==> src/rtl/dtw_array_ctrl.sv <==
// Sequencer for a linear systolic DTW PE chain: query load, reference streaming, drain, min-cost tracking.
// Optional DTW_CTRL_KEEPQ_EN adds start_keepq to reuse an already loaded query.
module dtw_array_ctrl #(
    parameter int WIDTH  = 18,
    parameter int NUM_PE = 8,
    parameter int LEN_W  = 16,
    localparam int IW    = $clog2(NUM_PE)
) (
    input  logic             clk,
    input  logic             rst,
    input  logic             start,
`ifdef DTW_CTRL_KEEPQ_EN
    input  logic             start_keepq,
`endif
    input  logic [LEN_W-1:0] cfg_ref_len,
    input  logic [WIDTH-1:0] cfg_thresh,
    output logic             busy,
    input  logic             q_valid,
    output logic             q_ready,
    input  logic [WIDTH-1:0] q_data,
    input  logic             r_valid,
    output logic             r_ready,
    input  logic [WIDTH-1:0] r_data,
    output logic             pe_clr,
    output logic             pe_load,
    output logic [IW-1:0]    pe_load_idx,
    output logic [WIDTH-1:0] pe_load_data,
    output logic             pe_en,
    output logic [WIDTH-1:0] pe_y,
    input  logic [WIDTH-1:0] pe_score,
    output logic             res_valid,
    input  logic             res_ready,
    output logic [WIDTH-1:0] res_score,
    output logic [LEN_W-1:0] res_pos,
    output logic             res_hit
);

    typedef enum logic [2:0] {IDLE, LOAD, RUN, DRAIN, DONE} state_t;

    state_t           state;
    logic [LEN_W-1:0] len_q;
    logic [LEN_W-1:0] rcnt;
    logic [LEN_W-1:0] col;
    logic [LEN_W-1:0] pos_q;
    logic [WIDTH-1:0] thr_q;
    logic [WIDTH-1:0] min_q;
    logic [IW-1:0]    ldx;
    logic [IW-1:0]    wcnt;
    logic [IW-1:0]    dcnt;
    logic             warm;
    logic             keep;

`ifdef DTW_CTRL_KEEPQ_EN
    logic qfull;
    assign keep = start_keepq && qfull;
`else
    assign keep = 1'b0;
`endif

    assign busy         = (state != IDLE);
    assign pe_clr       = (state == IDLE) && start;
    assign q_ready      = (state == LOAD);
    assign r_ready      = (state == RUN);
    assign pe_load      = q_ready && q_valid;
    assign pe_load_idx  = ldx;
    assign pe_load_data = pe_load ? q_data : '0;
    assign pe_en        = (r_ready && r_valid) || (state == DRAIN);
    assign pe_y         = r_ready ? r_data : '0;
    assign res_valid    = (state == DONE);
    assign res_score    = min_q;
    assign res_pos      = pos_q;
    assign res_hit      = res_valid && (min_q < thr_q);

    // The first NUM_PE-1 enabled steps only fill the chain; no column exits yet.
    assign warm = (wcnt == IW'(NUM_PE - 1));

    always_ff @(posedge clk or posedge rst) begin
        if (rst) begin
            state <= IDLE;
            len_q <= '0;
            rcnt  <= '0;
            col   <= '0;
            pos_q <= '0;
            thr_q <= '0;
            min_q <= '1;
            ldx   <= '0;
            wcnt  <= '0;
            dcnt  <= '0;
`ifdef DTW_CTRL_KEEPQ_EN
            qfull <= 1'b0;
`endif
        end else begin
            if (pe_en) begin
                if (!warm) begin
                    wcnt <= wcnt + 1'b1;
                end else begin
                    if (pe_score < min_q) begin
                        min_q <= pe_score;
                        pos_q <= col;
                    end
                    if (col != '1) col <= col + 1'b1;
                end
            end
            unique case (state)
                IDLE: begin
                    if (start) begin
                        len_q <= cfg_ref_len;
                        thr_q <= cfg_thresh;
                        min_q <= '1;
                        pos_q <= '0;
                        rcnt  <= '0;
                        col   <= '0;
                        ldx   <= '0;
                        wcnt  <= '0;
                        dcnt  <= '0;
                        if (cfg_ref_len == '0) state <= DONE;
                        else if (keep)         state <= RUN;
                        else                   state <= LOAD;
                    end
                end
                LOAD: begin
                    if (pe_load) begin
                        ldx <= ldx + 1'b1;
                        if (ldx == IW'(NUM_PE - 1)) begin
                            ldx   <= '0;
                            state <= RUN;
`ifdef DTW_CTRL_KEEPQ_EN
                            qfull <= 1'b1;
`endif
                        end
                    end
                end
                RUN: begin
                    if (r_valid) begin
                        rcnt <= rcnt + 1'b1;
                        if (rcnt == len_q - 1'b1) state <= DRAIN;
                    end
                end
                DRAIN: begin
                    dcnt <= dcnt + 1'b1;
                    if (dcnt == IW'(NUM_PE - 2)) state <= DONE;
                end
                DONE: begin
                    if (res_ready) state <= IDLE;
                end
                default: state <= IDLE;
            endcase
        end
    end

endmodule

==> config.mk <==
export PLATFORM = sky130hd
export DESIGN_NAME = dtw_array_ctrl
export DESIGN_NICKNAME = d
export VERILOG_FILES = /design/src/rtl/dtw_array_ctrl.sv
export SDC_FILE = /design/constraint.sdc
export NUM_CORES = 1
export LEC_CHECK = 0
export ABC_CLOCK_PERIOD_IN_PS = 5250
export CAP_MARGIN = 20
export CORE_MARGIN = 4
export CORE_UTILIZATION = 45
export CTS_CLUSTER_SIZE = 8
export DETAILED_ROUTE_END_ITERATION = 6
export PLACE_DENSITY = 0.75
export REMOVE_ABC_BUFFERS = 1
export SLEW_MARGIN = 10
export SYNTH_ARGS = -nofsm -noshare
export SYNTH_HDL_FRONTEND = slang
export SYNTH_SLANG_ARGS = --single-unit
==> constraint.sdc <==
create_clock -name clk -period 5.25 [get_ports clk]
set_input_delay 1.05 -clock clk [delete_from_list [all_inputs] [get_ports clk]]
set_output_delay 1.05 -clock clk [all_outputs]
set_load 0.05 [all_outputs]
==> flow_metrics.tcl, run 1 <==
set metrics [dict create \
    grt_pass1_wl_mm 29.01 \
    dieArea_um2 16840 \
    cts_tree "done" \
    fp.dieH_um 129.8 \
    synth_commonest_cells "dfrtp_1, nand2_1, o21ai_0" \
    wl_mm 18.24 \
    yosys_register_bits 112 \
    grt_pass1_vias 5729 \
    cts.root.buffer_cell "clkbuf_16" \
    cts_buffer_depth 2 \
    grt_util_all_layers 0.2149 \
    area.growth.synth_to_final_pct 32.81 \
    synth_area_per_cell_um2 8.588 \
    setup_viol 0 \
    post_cts_resized 0 \
    numPortBuffers 174 \
    die_width_um 129.8 \
    dpl.hpwl_mm 13.79 \
    pin_count 175 \
    synth-async-reset-ratio 1.000 \
    postCtsSetupBuffers 0 \
    post-route-min-period_ps 4138 \
    diodes 0 \
    hp-class "flip-flop to flip-flop" \
    clock-sinks 112 \
    drc 0 \
    synthTopCellsByArea "dfrtp_1, ha_1, dfstp_2" \
    synthFlopType "dfrtp_1" \
    cp_max_fo 5 \
    core_um2 14530 \
    leakage_uw 0.004078 \
    synthCells 777 \
    p_per_area_nw_per_um2 459.7 \
    synth-seq-area-share 0.4234 \
    drive_above_1_share 0.05699 \
    numCtsBuffers 9 \
    synthDominantCellAreaShare 0.3525 \
    core.rowCount 44 \
    start_util 0.4591 \
    arrival_ps 3090 \
    synth_edf_count 0 \
    clock_latency_ps 360 \
    wl_per_cell_um 16.38 \
    finalCritPeriodShare 0.7881 \
    synth.most_common_cell "dfrtp_1" \
    drt_pass1_iterations 5 \
    fillers 1293 \
    finalMaxSlewViolations 0 \
    max_slew_margin 0.3435 \
    ys_warn_count 0 \
    rsz0062_at_grt "no" \
    grt_max_degree 101 \
    status "completed" \
    clkTransAtPathRegs_ps 70 \
    final-hold-violation-count 0 \
    cp_data_required_time_ps 4200 \
    gp_congestion 0.8169 \
    ir_worst_vdd_mv 0.2494 \
    start_kind "input port" \
    fin_skew_ps 12.55 \
    final_util 0.6098 \
    worst_setup_path_end_kind "output port" \
    vias 6196 \
    max_freq_ghz 0.2417 \
    htree_levels 3 \
    antenna_found_initial 0 \
    finalSetupTns_ps 0 \
    gr-total-overflow 0 \
    vias_per_cell 5.562 \
    ant_nets 0 \
    yosys.area.top_type "dfrtp_1" \
    netlist_area_um2 6673 \
    nets 1061 \
    cap_violations 0 \
    worst_pin_slew_ps 984.7 \
    ys_types 60 \
    ctsHoldBuffers 0 \
    path_class "input port to output port" \
    drtIter0Drc 434 \
]
==> power breakdown <==
part | switching (uW) | leakage, uW | internal, uW | total [uW]
Clock | 328 | 0.000155 | 390 | 719
Combinational | 1190 | 0.00249 | 763 | 1950
Sequential | 261 | 0.00143 | 1140 | 1410
==> area by class of cell <==
type,instances,area [um^2],area share
clock inverters,6,72.57,0.008189
flip-flops and latches,112,2825,0.3188
repair buffers,183,1819,0.2053
well taps,184,230.2,0.02598
multi-input cells,569,3486,0.3933
clock buffers,10,239.0,0.02697
inverters,50,190.2,0.02146
==> critical path, stage by stage <==
cell and delay, ps:
clkdlybuf4s50_1 450, o21ai_0 640, inv_1 180, clkdlybuf4s50_1 760
==> final timing paths <==
check	startpoint	to	slack [ps]	cells past startpoint
min in group asynchronous	rst	len_q[9]	1160	2
worst min register to register	thr_q[0]	thr_q[0]	490	2
worst max-delay path	r_valid	pe_en	1110	4
worst min-delay path	thr_q[0]	thr_q[0]	490	2
max in group asynchronous	rst	res_score[15]	3200	3
worst max register to register	state[0]	rcnt[15]	2260	7
==> logic make-up after synthesis <==
logic type / synth area share
adder cells (fa/ha/maj): 0.07875
AO/OA/AOI/OAI: 0.1485
buffers and inverters: 0.05588
flip-flops: 0.4234
AND/OR/NAND/NOR: 0.2323
XOR/XNOR: 0.05644
multiplexers: 0.004688
==> layout by cell type (no fill, tap or decap), types with 2 or more instances in the layout <==
master           count
clkdlybuf4s50_1    173
dfrtp_1             94
nand2_1             88
o21ai_0             72
a21oi_1             52
nor2_1              51
inv_1               48
and3_1              43
ha_1                42
nand3_1             38
nor3_1              35
xor2_1              22
xnor2_1             21
dfstp_2             18
nand4_1             15
nor4_1              13
a211oi_1             9
clkbuf_16            9
buf_4                9
a21o_1               8
nand2b_1             4
and4_1               3
a31oi_1              3
o31ai_1              3
or3_1                3
and2_1               3
o21a_1               2
nor4b_1              2
o21ba_2              2
o311a_1              2
a311oi_1             2
o21ai_1              2
mux2i_1              2
inv_6                2
==> layer usage <==
metal | global-route usage | part of all wire
met4 | 0.07641 | 0.022
met1 | 0.2802 | 0.43
met3 | 0.03725 | 0.068
met2 | 0.3621 | 0.48
met5 | 0 | 0
==> metrics by stage <==
step	worst slack [ps]	area [um^2]	hold WS (ps)	instances	power, uW
after global placement	1236	8551	480.5	1098	3322
final	1112	8862	490.2	1114	4074
after CTS	1100	8862	488.3	1114	4101
after detailed placement	1183	8551	469.6	1098	3373
after global routing	916.1	8862	492.3	1114	4376
after floorplan	518.0	6487	446.7	731	2722
==> flip-flops by register name, indices dropped and copies added, names as in the netlist <==
| signal | flops |
|---|---|
| thr_q | 18 |
| state | 3 |
| rcnt | 16 |
| pe_load_idx | 3 |
| wcnt | 3 |
| res_pos | 16 |
| col | 16 |
| res_score | 18 |
| dcnt | 3 |
| len_q | 16 |
No activity file was read; power rests on OpenSTA's default activity.
==> run 2, diff against run 1 <==
--- a/config.mk
+++ b/config.mk
@@ -5,7 +5,7 @@
 export SDC_FILE = /design/constraint.sdc
 export NUM_CORES = 1
 export LEC_CHECK = 0
-export ABC_CLOCK_PERIOD_IN_PS = 5250
+export ABC_CLOCK_PERIOD_IN_PS = 4070
 export CAP_MARGIN = 20
 export CORE_MARGIN = 4
 export CORE_UTILIZATION = 45
==> constraint.sdc (replaced) <==
create_clock -name clk -period 4.07 [get_ports clk]
set_input_delay 0.814 -clock clk [delete_from_list [all_inputs] [get_ports clk]]
set_output_delay 0.814 -clock clk [all_outputs]
set_load 0.05 [all_outputs]
==> flow_metrics.tcl, run 2 (same netlist as run 1, synthesis figures left out) <==
set metrics [dict create \
    hp-class "flip-flop to flip-flop" \
    worst-path-buf-inv 1 \
    cp_data_required_time_ps 3260 \
    area.growth.synth_to_final_pct 33.32 \
    fp.dieH_um 129.8 \
    gp_congestion 0.8238 \
    cp_top_family "compound AO/OA/AOI/OAI gates" \
    numCtsBuffers 9 \
    grt_pass1_wl_mm 29.30 \
    start_kind "flip-flop" \
    cp_max_fo 4 \
    post_cts_resized 0 \
    finalCritPeriodShare 0.9306 \
    nets 1066 \
    cts_tree "done" \
    ff2ff_setup_slack_ps 1410 \
    mostFrequentLayoutCells "clkdlybuf4s50_1, dfrtp_1, nand2_1" \
    grt_pass1_vias 5863 \
    post-route-min-period_ps 3788 \
    worst_setup_path_end_kind "output port" \
    worst_pin_slew_ps 986.2 \
    diodes 0 \
    ant_nets 0 \
    r2r_end "state[0]" \
    layout.cells.most_common "clkdlybuf4s50_1" \
    reg2reg_from "len_q[0]" \
    gr-total-overflow 0 \
    die_width_um 129.8 \
    vias 6081 \
    hold_start "thr_q[0]" \
    pin_count 175 \
    dpl_cell_area_um2 8578 \
    clock-sinks 112 \
    hold_slack_ps 478.2 \
    p_per_area_nw_per_um2 590.9 \
    core_um2 14530 \
    clock_latency_ps 360 \
    wl_per_cell_um 16.19 \
    design_area_um2 8896 \
    drt_pass1_iterations 4 \
    final-hold-violation-count 0 \
    drc 0 \
    clkTransAtPathRegs_ps 80 \
    dieArea_um2 16840 \
    leakage_uw 0.004144 \
    finalMaxSlewViolations 0 \
    ir_worst_vdd_mv 0.3511 \
    wl_mm 18.12 \
    grt_util_all_layers 0.2175 \
    postCtsSetupBuffers 0 \
    dpl.hpwl_mm 13.52 \
    cp_slowest_cell "clkdlybuf4s50_1" \
    cpPeakStageDelay_ps 810 \
    path_depth 7 \
    cp-startpoint "res_score[1]" \
    cts_buffer_depth 2 \
    htree_levels 3 \
    vias_per_cell 5.434 \
    endpoint "res_hit" \
    max_freq_ghz 0.2640 \
    start_util 0.4591 \
    max_slew_margin 0.3425 \
    reg2regPathDepth 8 \
    drive_above_1_share 0.08235 \
    regArea_um2 2825 \
    ctsHoldBuffers 0 \
    numPortBuffers 174 \
    fin_skew_ps 10.41 \
    arrival_ps 2970 \
    cts.root.buffer_cell "clkbuf_16" \
    multi_input_area_um2 3486 \
    rsz0062_at_grt "no" \
    path_class "flip-flop to output port" \
    status "completed" \
    fillers 1277 \
    setup_viol 0 \
    cap_violations 0 \
    core.rowCount 44 \
    antenna_found_initial 0 \
    grt_max_degree 101 \
    drtIter0Drc 376 \
    crit_chain "ha_1, a21o_1, a211oi_1, o21ai_0, a21oi_1, o211a_1, clkdlybuf4s50_1" \
]
run 2: cell type report:
type | count | area share
timing repair buffer | 188 | 0.2076
inverter | 50 | 0.02138
clock inverter | 6 | 0.008861
multi-input combinational | 569 | 0.3918
sequential | 112 | 0.3176
clock buffer | 10 | 0.02686
tap | 184 | 0.02588
run 2: layer usage:
layer,vias up,GRT usage,share of wire
li1,3030,-,-
met1,2864,0.2791,0.43
met2,164,0.3652,0.48
met3,23,0.04134,0.068
met4,0,0.08496,0.025
met5,-,0,0
run 2: worst min-delay path by stage:
stage | endpoint | cells past startpoint
after floorplan | thr_q[0] | 2
after global placement | thr_q[0] | 2
after detailed placement | thr_q[0] | 2
after CTS | thr_q[0] | 2
after global routing | len_q[15] | 2
final | thr_q[0] | 2
run 2: worst register-to-register path: cells and delay by family, from the launching register on:
| family | cells | cell delay (ps) |
|---|---|---|
| and+or+nand+nor | 4 | 1280 |
| DFF | 1 | 440 |
| AOI/OAI and AO/OA | 1 | 290 |
| adders and majority gates | 1 | 260 |
| xor gates and xnor gates | 1 | 190 |
| buffers and inverters | 1 | 90 |
run 2: stage by stage:
| stage | cells | total power, uW | worst slack (ps) | TNS, ps | util |
|---|---|---|---|---|---|
| 3_3_place_gp | 1103 | 4292 | 677.4 | 0 | 0.5902 |
| 3_5_place_dp | 1103 | 4343 | 657.8 | 0 | 0.5902 |
| 4_1_cts | 1119 | 5296 | 261.7 | 0 | 0.6121 |
| 5_1_grt | 1119 | 5647 | 89.60 | 0 | 0.6121 |
| 6_report | 1119 | 5257 | 282.4 | 0 | 0.6121 |
| 2_1_floorplan | 731 | 3512 | -190.0 | -190.0 | - |
run 2: where the power goes:
part	leakage [uW]	switching [uW]	internal (uW)
Sequential	0.00143	327	1470
Combinational	0.00256	1530	981
Clock	0.000153	435	504
Total	0.00414	2300	2960
